### config.mk
export PLATFORM = sky130hd
export DESIGN_NAME = izh_spike_event_encoder
export DESIGN_NICKNAME = d
export VERILOG_FILES = /design/src/rtl/izh_pkg.sv /design/src/rtl/izh_event_fifo.sv /design/src/rtl/izh_spike_event_encoder.sv
export SDC_FILE = /design/constraint.sdc
export NUM_CORES = 1
export LEC_CHECK = 0
export CORE_MARGIN = 2
export CORE_UTILIZATION = 49
export CTS_BUF_LIST = sky130_fd_sc_hd__clkbuf_4 sky130_fd_sc_hd__clkbuf_8
export DETAILED_ROUTE_END_ITERATION = 12
export PLACE_DENSITY = 0.69
export SLEW_MARGIN = 30
export SYNTH_ARGS = -nofsm -noshare
export SYNTH_HDL_FRONTEND = slang
export SYNTH_HIERARCHICAL = 1
export SYNTH_SLANG_ARGS = --single-unit
### constraint.sdc
create_clock -name clk -period 2.4 [get_ports clk]
set_input_delay 0.24 -clock clk [delete_from_list [all_inputs] [get_ports clk]]
set_output_delay 0.24 -clock clk [all_outputs]
set_load 0.05 [all_outputs]
### src/rtl/izh_pkg.sv
// Shared definitions for the Izhikevich spike event encoder: voltage width,
// default payload width, rate saturation value and detector state encoding.
package izh_pkg;

  localparam int         V_W      = 8;
  localparam int         TS_W_DEF = 16;
  localparam logic [7:0] RATE_SAT = 8'd255;

  typedef enum logic {
    ST_ARMED = 1'b0,
    ST_FIRED = 1'b1
  } det_state_e;

endpackage

### src/rtl/izh_event_fifo.sv
// Synchronous DEPTH x W event FIFO with registered storage, valid/ready pop side
// and full/empty flags. A push into a full FIFO is accepted only if a pop happens too.
module izh_event_fifo #(
  parameter int DEPTH = 4,
  parameter int W     = 16
) (
  input  logic         clk,
  input  logic         rst_n,
  input  logic         push,
  input  logic [W-1:0] push_data,
  input  logic         pop_ready,
  output logic [W-1:0] head_data,
  output logic         full,
  output logic         empty
);

  localparam int AW = $clog2(DEPTH);

  logic [W-1:0] mem_q [DEPTH];
  logic [W-1:0] mem_d [DEPTH];
  logic [AW:0]  wr_q, wr_d, rd_q, rd_d;
  logic         pop, do_push;

  // Pointers carry one extra wrap bit so full and empty are distinguishable.
  always_comb begin
    // NOTE: every always_comb output gets a default first so no path leaves it unassigned (no latch).
    mem_d   = mem_q;
    wr_d    = wr_q;
    rd_d    = rd_q;
    empty   = (wr_q == rd_q);
    full    = (wr_q[AW] != rd_q[AW]) && (wr_q[AW-1:0] == rd_q[AW-1:0]);
    pop     = !empty && pop_ready;
    do_push = push && (!full || pop);
    if (do_push) begin
      mem_d[wr_q[AW-1:0]] = push_data;
      wr_d                = wr_q + 1'b1;
    end
    if (pop) begin
      rd_d = rd_q + 1'b1;
    end
  end

  assign head_data = mem_q[rd_q[AW-1:0]];

  always_ff @(posedge clk or negedge rst_n) begin
    if (!rst_n) begin
      wr_q <= '0;
      rd_q <= '0;
      // NOTE: storage is reset because the head register is a visible output that must read 0 after reset.
      for (int i = 0; i < DEPTH; i++) mem_q[i] <= '0;
    end else begin
      // NOTE: state updates use non-blocking assignments so every flop samples pre-edge values.
      wr_q  <= wr_d;
      rd_q  <= rd_d;
      mem_q <= mem_d;
    end
  end

endmodule

### src/rtl/izh_spike_event_encoder.sv
// Spike detector with hysteresis, timestamped event FIFO and windowed rate count.
// Define IZH_SPIKE_ISI_EN to report inter-spike intervals instead of timestamps.
module izh_spike_event_encoder
  import izh_pkg::*;
#(
  parameter int TS_W       = TS_W_DEF,
  parameter int FIFO_DEPTH = 4,
  parameter int WIN_LOG2   = 10,
  parameter int HYST       = 8
) (
  input  logic            clk,
  input  logic            rst_n,
  input  logic            ena,
  input  logic [V_W-1:0]  v_in,
  input  logic [V_W-1:0]  thresh,
  output logic            evt_valid,
  input  logic            evt_ready,
  output logic [TS_W-1:0] evt_data,
  output logic            ovf,
  input  logic            ovf_clr,
  output logic [7:0]      rate_cnt,
  output logic            rate_vld
);

  det_state_e           state_q, state_d;
  logic [TS_W-1:0]      ts_q, ts_d;
  logic [WIN_LOG2-1:0]  win_q, win_d;
  logic [7:0]           acc_q, acc_d, rate_q, rate_d;
  logic                 rate_vld_q, rate_vld_d;
  logic                 push_q, push_d;
  logic [TS_W-1:0]      pay_q, pay_d;
  logic                 ovf_q, ovf_d;
  logic                 spike, wrap, fifo_full, fifo_empty, fifo_drop;
  logic signed [8:0]    rearm9;
  logic signed [7:0]    rearm;
  logic [8:0]           acc_sum;
  logic [7:0]           acc_sat;
  logic [TS_W-1:0]      stamp;

`ifdef IZH_SPIKE_ISI_EN
  logic [TS_W-1:0] isi_q, isi_d;

  // Cycles since the last detected spike; all-ones means "unknown or too long ago".
  always_comb begin
    isi_d = isi_q;
    if (spike)                    isi_d = TS_W'(1);
    else if (ena && isi_q != '1)  isi_d = isi_q + 1'b1;
  end

  always_ff @(posedge clk or negedge rst_n) begin
    if (!rst_n) isi_q <= '1;
    else        isi_q <= isi_d;
  end

  assign stamp = isi_q;
`else
  assign stamp = ts_q;
`endif

  always_comb begin
    rearm9 = $signed({thresh[7], thresh}) - $signed(9'(HYST));
    rearm  = (rearm9 < -9'sd128) ? -8'sd128 : $signed(rearm9[7:0]);
    spike  = ena && (state_q == ST_ARMED) && ($signed(v_in) > $signed(thresh));

    state_d = state_q;
    if (ena) begin
      case (state_q)
        ST_ARMED: if ($signed(v_in) > $signed(thresh)) state_d = ST_FIRED;
        ST_FIRED: if ($signed(v_in) < rearm)           state_d = ST_ARMED;
      endcase
    end

    ts_d  = ena ? ts_q + 1'b1 : ts_q;
    win_d = ena ? win_q + 1'b1 : win_q;
    wrap  = ena && (win_q == '1);

    acc_sum    = {1'b0, acc_q} + {8'd0, spike};
    acc_sat    = acc_sum[8] ? RATE_SAT : acc_sum[7:0];
    acc_d      = acc_sat;
    rate_d     = rate_q;
    rate_vld_d = 1'b0;
    if (wrap) begin
      rate_d     = acc_sat;
      rate_vld_d = 1'b1;
      acc_d      = '0;
    end

    // Detected events are staged one cycle before entering the FIFO.
    push_d = spike;
    pay_d  = spike ? stamp : pay_q;
    ovf_d  = fifo_drop ? 1'b1 : (ovf_clr ? 1'b0 : ovf_q);
  end

  assign fifo_drop = push_q && fifo_full && !(evt_valid && evt_ready);

  izh_event_fifo #(
    .DEPTH (FIFO_DEPTH),
    .W     (TS_W)
  ) u_fifo (
    .clk       (clk),
    .rst_n     (rst_n),
    .push      (push_q),
    .push_data (pay_q),
    .pop_ready (evt_ready),
    .head_data (evt_data),
    .full      (fifo_full),
    .empty     (fifo_empty)
  );

  always_ff @(posedge clk or negedge rst_n) begin
    if (!rst_n) begin
      state_q    <= ST_ARMED;
      ts_q       <= '0;
      win_q      <= '0;
      acc_q      <= '0;
      rate_q     <= '0;
      rate_vld_q <= 1'b0;
      push_q     <= 1'b0;
      pay_q      <= '0;
      ovf_q      <= 1'b0;
    end else begin
      state_q    <= state_d;
      ts_q       <= ts_d;
      win_q      <= win_d;
      acc_q      <= acc_d;
      rate_q     <= rate_d;
      rate_vld_q <= rate_vld_d;
      push_q     <= push_d;
      pay_q      <= pay_d;
      ovf_q      <= ovf_d;
    end
  end

  assign evt_valid = !fifo_empty;
  assign ovf       = ovf_q;
  assign rate_cnt  = rate_q;
  assign rate_vld  = rate_vld_q;

endmodule

[After elaboration in Yosys (flattened, before gate mapping)]
Cells that the tools add are included.
Word-level totals
  output and inout port bits: 27
  bits in latches: 0
  register bits: 132
  input bits: 21
  logic and storage cells: 63
  memory bits (writable): 0
  memories: 0
  bits in read-only memories: 0
Cells by class
  $lt $le $gt $ge: 6
  multipliers: 0
  equality and inequality tests: 4
  $add $sub $neg: 6
  shifts and indexed selects: 0
  multiplexer cells: 15
  reduce and logical (&&, ||, !) cells: 14
  div/mod/pow operators: 0
  bitwise logic cells: 3
Operators by type and width (count)
  bitwise mux 64 bit: 1
  two-way mux 16 bit: 3
  binary-select mux 16 bit (select 2 bit): 1
  demux 16 bit (select 2 bit): 1
  two-way mux 8 bit: 3
  adder 16 x 1 -> 16 bit (second input constant): 1
  adder 10 x 1 -> 10 bit (second input constant): 1
  == test 10 bit (second input constant): 1
  adder 8 x 1 -> 9 bit: 1
  logical AND 1 bit: 9
  less-than comparator 9 x 8 -> 1 bit (second input constant): 1
  subtractor 8 x 5 -> 9 bit (second input constant): 1
  > comparator 8 bit: 1
  less-than comparator 8 bit: 1
  adder 3 x 1 -> 3 bit (second input constant): 2
  greater-or-equal comparator 3 bit (second input constant): 2
  inverter 2 -> 3 bit: 2
  two-way mux 1 bit: 5
  == test 3 bit: 1
  zero test 1 bit: 3
  less-than comparator 3 x 1 -> 1 bit (second input constant): 1
  == test 2 bit: 1
  case mux 1 bit (2 select lines): 1
  nonzero test 2 bit: 1
  other kinds (3): 3

[Depth between registers and ports, before layout]
  word-level depth: 6
  depth in mapped cells: 16
  mapped depth without buffers: 14

[Hierarchy]
Netlist, hierarchy kept.
Modules (own cells, without submodules)
  izh_event_fifo: sequential area each 1751.7 um2, area an instance 3326.9 um2, cells each 201, instances 1
  izh_spike_event_encoder: sequential area each 1551.5 um2, area an instance 3029.2 um2, cells each 269, instances 1

[Worst setup path after synthesis]
Ideal clock, no wire load.
  kind: input-to-reg
  start: input thresh[6]
  end: register rate_q[2], in the netlist rate_cnt[2]
  path slack: -0.325 ns
  arrival: 2.594 ns
  cell stages on the path: 16
  buffers on the path: 2
  library setup time: 0.132 ns
  required time: 2.268 ns
  cells stage by stage: inv_1 > ha_1 > a211o_1 > o211ai_2 > o21ai_1 > o21ai_4 > buf_12 > inv_1 > ha_1 > ha_1 > nand2_1 > nor2_1 > and3_1 > clkbuf_1 > a21oi_1 > o21ai_0
On the way
  longest elaborated chain between the ends: 4
Ends and longest elaborated chain
  from (decl): RTL line izh_spike_event_encoder.sv:15  | input logic [V_W-1:0] thresh,
  > comparator 8 bit: RTL line izh_spike_event_encoder.sv:63  | spike = ena && (state_q == ST_ARMED) && ($signed(v_in) > $signed(thresh));
  logical AND 1 bit: RTL line izh_spike_event_encoder.sv:63
  via push_d: RTL line izh_spike_event_encoder.sv:30  | logic push_q, push_d;
  adder 8 x 1 -> 9 bit: RTL line izh_spike_event_encoder.sv:77  | acc_sum = {1'b0, acc_q} + {8'd0, spike};
  two-way mux 8 bit: RTL line izh_spike_event_encoder.sv:78  | acc_sat = acc_sum[8] ? RATE_SAT : acc_sum[7:0];
  to (signal assigned): RTL line izh_spike_event_encoder.sv:126  | rate_q <= rate_d;
  to (decl): RTL line izh_spike_event_encoder.sv:28  | logic [7:0] acc_q, acc_d, rate_q, rate_d;
The timed path passes the listed nets, and every way through them passes these cells.
A chain may end at the register's enable or synchronous reset.

[Final worst setup path]
  start: input v_in[0]
  end: register rate_q[2], in the netlist rate_cnt[2]
On the way
  longest elaborated chain between the ends: 4
Ends and longest elaborated chain
  from (decl): RTL line izh_spike_event_encoder.sv:14  | input logic [V_W-1:0] v_in,
  > comparator 8 bit: RTL line izh_spike_event_encoder.sv:63
  logical AND 1 bit: RTL line izh_spike_event_encoder.sv:63
  via push_d: RTL line izh_spike_event_encoder.sv:30
  adder 8 x 1 -> 9 bit: RTL line izh_spike_event_encoder.sv:77
  two-way mux 8 bit: RTL line izh_spike_event_encoder.sv:78
The timed path passes the listed nets, and every way through them passes these cells.

==> out/results.ini <==
[setup_path]
cpPeakStageDelay_ns=0.51
cp_data_arrival_time_ns=2.63
slowest_stage=clkdlybuf4s50_1
critical-path-top-delay-family=compound AO/OA/AOI/OAI gates
crit_top_cell=ha_4
setup.worst_path.start_class=input pin
cp.required_ns=2.72
rrSetupSlack_ns=0.46
path_class=input pin to flip-flop
critPathBufInv=3
worstPathMaxFanout=6
crit_path_end_kind=flip-flop
critical_path.cell_chain=clkdlybuf4s50_1 -> inv_4 -> ha_4 -> nand4_1 -> o2111ai_2 -> a31oi_4 -> o21ai_4 -> inv_6 -> ha_4 -> ha_4 -> nand2_4 -> nor2_4 -> and3_4 -> a21oi_4 -> o21ai_1

[drt]
drt_first_iter_violations=196
viasPerCell=5.275
drc=0
antenna_left=0
vias=3935
dr.pass1.iters=4
wire_per_inst_um=15.68
wl_um=11700

[global_route]
grt_max_degree=91
grt.overflow.total=0
grt_pass1_wl_um=20270
grt_pass1_vias=4220
antenna_found_initial=0
grt_usage_pct=18.35

[timing]
fmax_mhz=432.5
setup_viol=0
finalHoldViolCount=0
period_needed_ns=2.312
fin_setup_tns_ns=0
period_share_pct=96.35
slew_headroom_pct=52.34
fin_hold_ws_ns=0.1838
fin_skew_ns=0.007631
max_slew.worst_pin.slew_ns=0.7114
final-max-slew-violation-count=0
finalWorstSetupSlack_ns=0.08760

[synth]
syn_avg_cell_area_um2=13.52
ys.flop_type=dfrtp_1
synth-seq-area-share_pct=51.97
netlist_top_cells_area=dfrtp_1, mux2_2, mux4_2, ha_1, xnor2_1
synth_warnings=6
syn_area_um2=6356
synth_top_area_cell=dfrtp_1
synth_seq_cells=132
synth_cells=470
synth_cell_type_count=57
synthTopCellsByCount=dfrtp_1, mux2_2, nand2_1
synth.most_common_cell=dfrtp_1
synth_edf_count=0
synth_top_area_share_pct=51.97
async_flop_share_pct=100.0
synth_nets=516

[placement]
gp_congestion=0.7743
portBuffers=47
dp_hpwl_um=8189
dp_slack_ns=-0.4555

[pwr]
ir_worst_vdd_mv=0.4561
total_power_uw=7780
leakage_uw=0.003665
p_per_area_nw_per_um2=988.9

[floorplan]
fp-row-count=41
io_pins=48
start_util_pct=50.37
die_h_um=117.9
core_area_um2=12620
chipWidth_um=117.9
die_area_um2=13900

[layout]
antenna_cells=0
drive_gt1_share_pct=39.90
areaGrowthSynthToFinish_pct=23.78
finish.utilization_pct=62.34
nNetsFinal=607
nFillCells=1044
multi_input_area_um2=3074
seqCellArea_um2=3303

[clock_network]
htree_num_levels=4
clock-sinks=132
worstSkewPairLatency_ns=0.43
cts_tree=done
clk_pin_slew_worst_paths_ns=0.08
cts_made_buffers=17
cts_buffer_depth=2
root_buffer=clkbuf_8

[hold_path]
hp-class=input pin to async pin

[flow_run]
maxCapViolations=0

[run_status]
status=finished, final reports clean

==> repair_timing <==
| item | CTS | global route |
|---|---|---|
| hold endpoints to repair | 132 | 0 |
| endpoints found under the setup margin | 0 | 13 |
| hold buffers | 1 | 0 |
| buffers inserted | 0 | 1 |
| resized for setup | 0 | 17 |
==> flip-flops by register name (all words and copies together) (netlist names), 3 cells and up <==
signal	count
acc_q	8
pay_q	16
rate_cnt	8
stamp	16
u_fifo/mem_q	64
u_fifo/rd_q	3
u_fifo/wr_q	3
win_q	10
==> cell families after synthesis <==
kind of cell | synth area share [%]
compound gates | 5.827
xor+xnor | 5.217
fa+ha+maj | 4.921
buf+inv | 2.736
flops | 51.97
mux | 21.42
simple gates | 7.914
==> power breakdown <==
part           leakage [uW]  internal, uW  switching (uW)
Combinational       0.00170          1190            1460
Sequential          0.00174          2710             441
Clock              0.000222          1110             862
Total               0.00366          5010            2770
==> cell type report <==
| type | count | share of cell area [%] |
|---|---|---|
| Sequential cell | 132 | 41.98 |
| Clock inverter | 11 | 1.892 |
| Inverter | 18 | 1.209 |
| Timing Repair Buffer | 86 | 9.590 |
| Tap cell | 172 | 2.735 |
| Multi-Input combinational cell | 306 | 39.07 |
| Clock buffer | 21 | 3.515 |
==> through the flow <==
stage | area [um2] | cells
2_1_floorplan | 6520 | 470
6_report | 7868 | 746
4_1_cts | 7782 | 745
3_5_place_dp | 7347 | 712
3_3_place_gp | 7347 | 712
5_1_grt | 7868 | 746
==> final timing paths <==
check / startpoint / end / cells after the start
setup reg to reg: u_fifo/wr_q[2] / u_fifo/mem_q[13] / 4
max in group asynchronous: rst_n / win_q[2] / 3
min in group clk: ovf_clr / ovf / 2
hold / removal: rst_n / u_fifo/mem_q[47] / 2
hold reg to reg: stamp[15] / stamp[15] / 1
setup / recovery: v_in[0] / rate_cnt[2] / 15
==> placed cells by master (no fill, tap or decap), drive strengths merged, types with 12 or more instances in the layout <==
cell	Yosys	routed
mux2	85	85
nor2	26	26
o21ai	16	16
buf	10	56
nand2	29	29
dfrtp	132	132
xnor2	22	22
nand3	15	15
mux4	16	16
clkbuf	4	21
inv	17	20
clkdlybuf4s50	0	27
ha	25	25
xor2	12	12
==> layer usage <==
layer	track usage, %	up-vias	part of all wire, %
li1	-	1878	-
met5	0	-	0
met4	7.380	0	1.9
met1	23.51	1981	46
met2	30.60	56	50
met3	3.731	20	2.7
(Power assumes the default switching activity.)
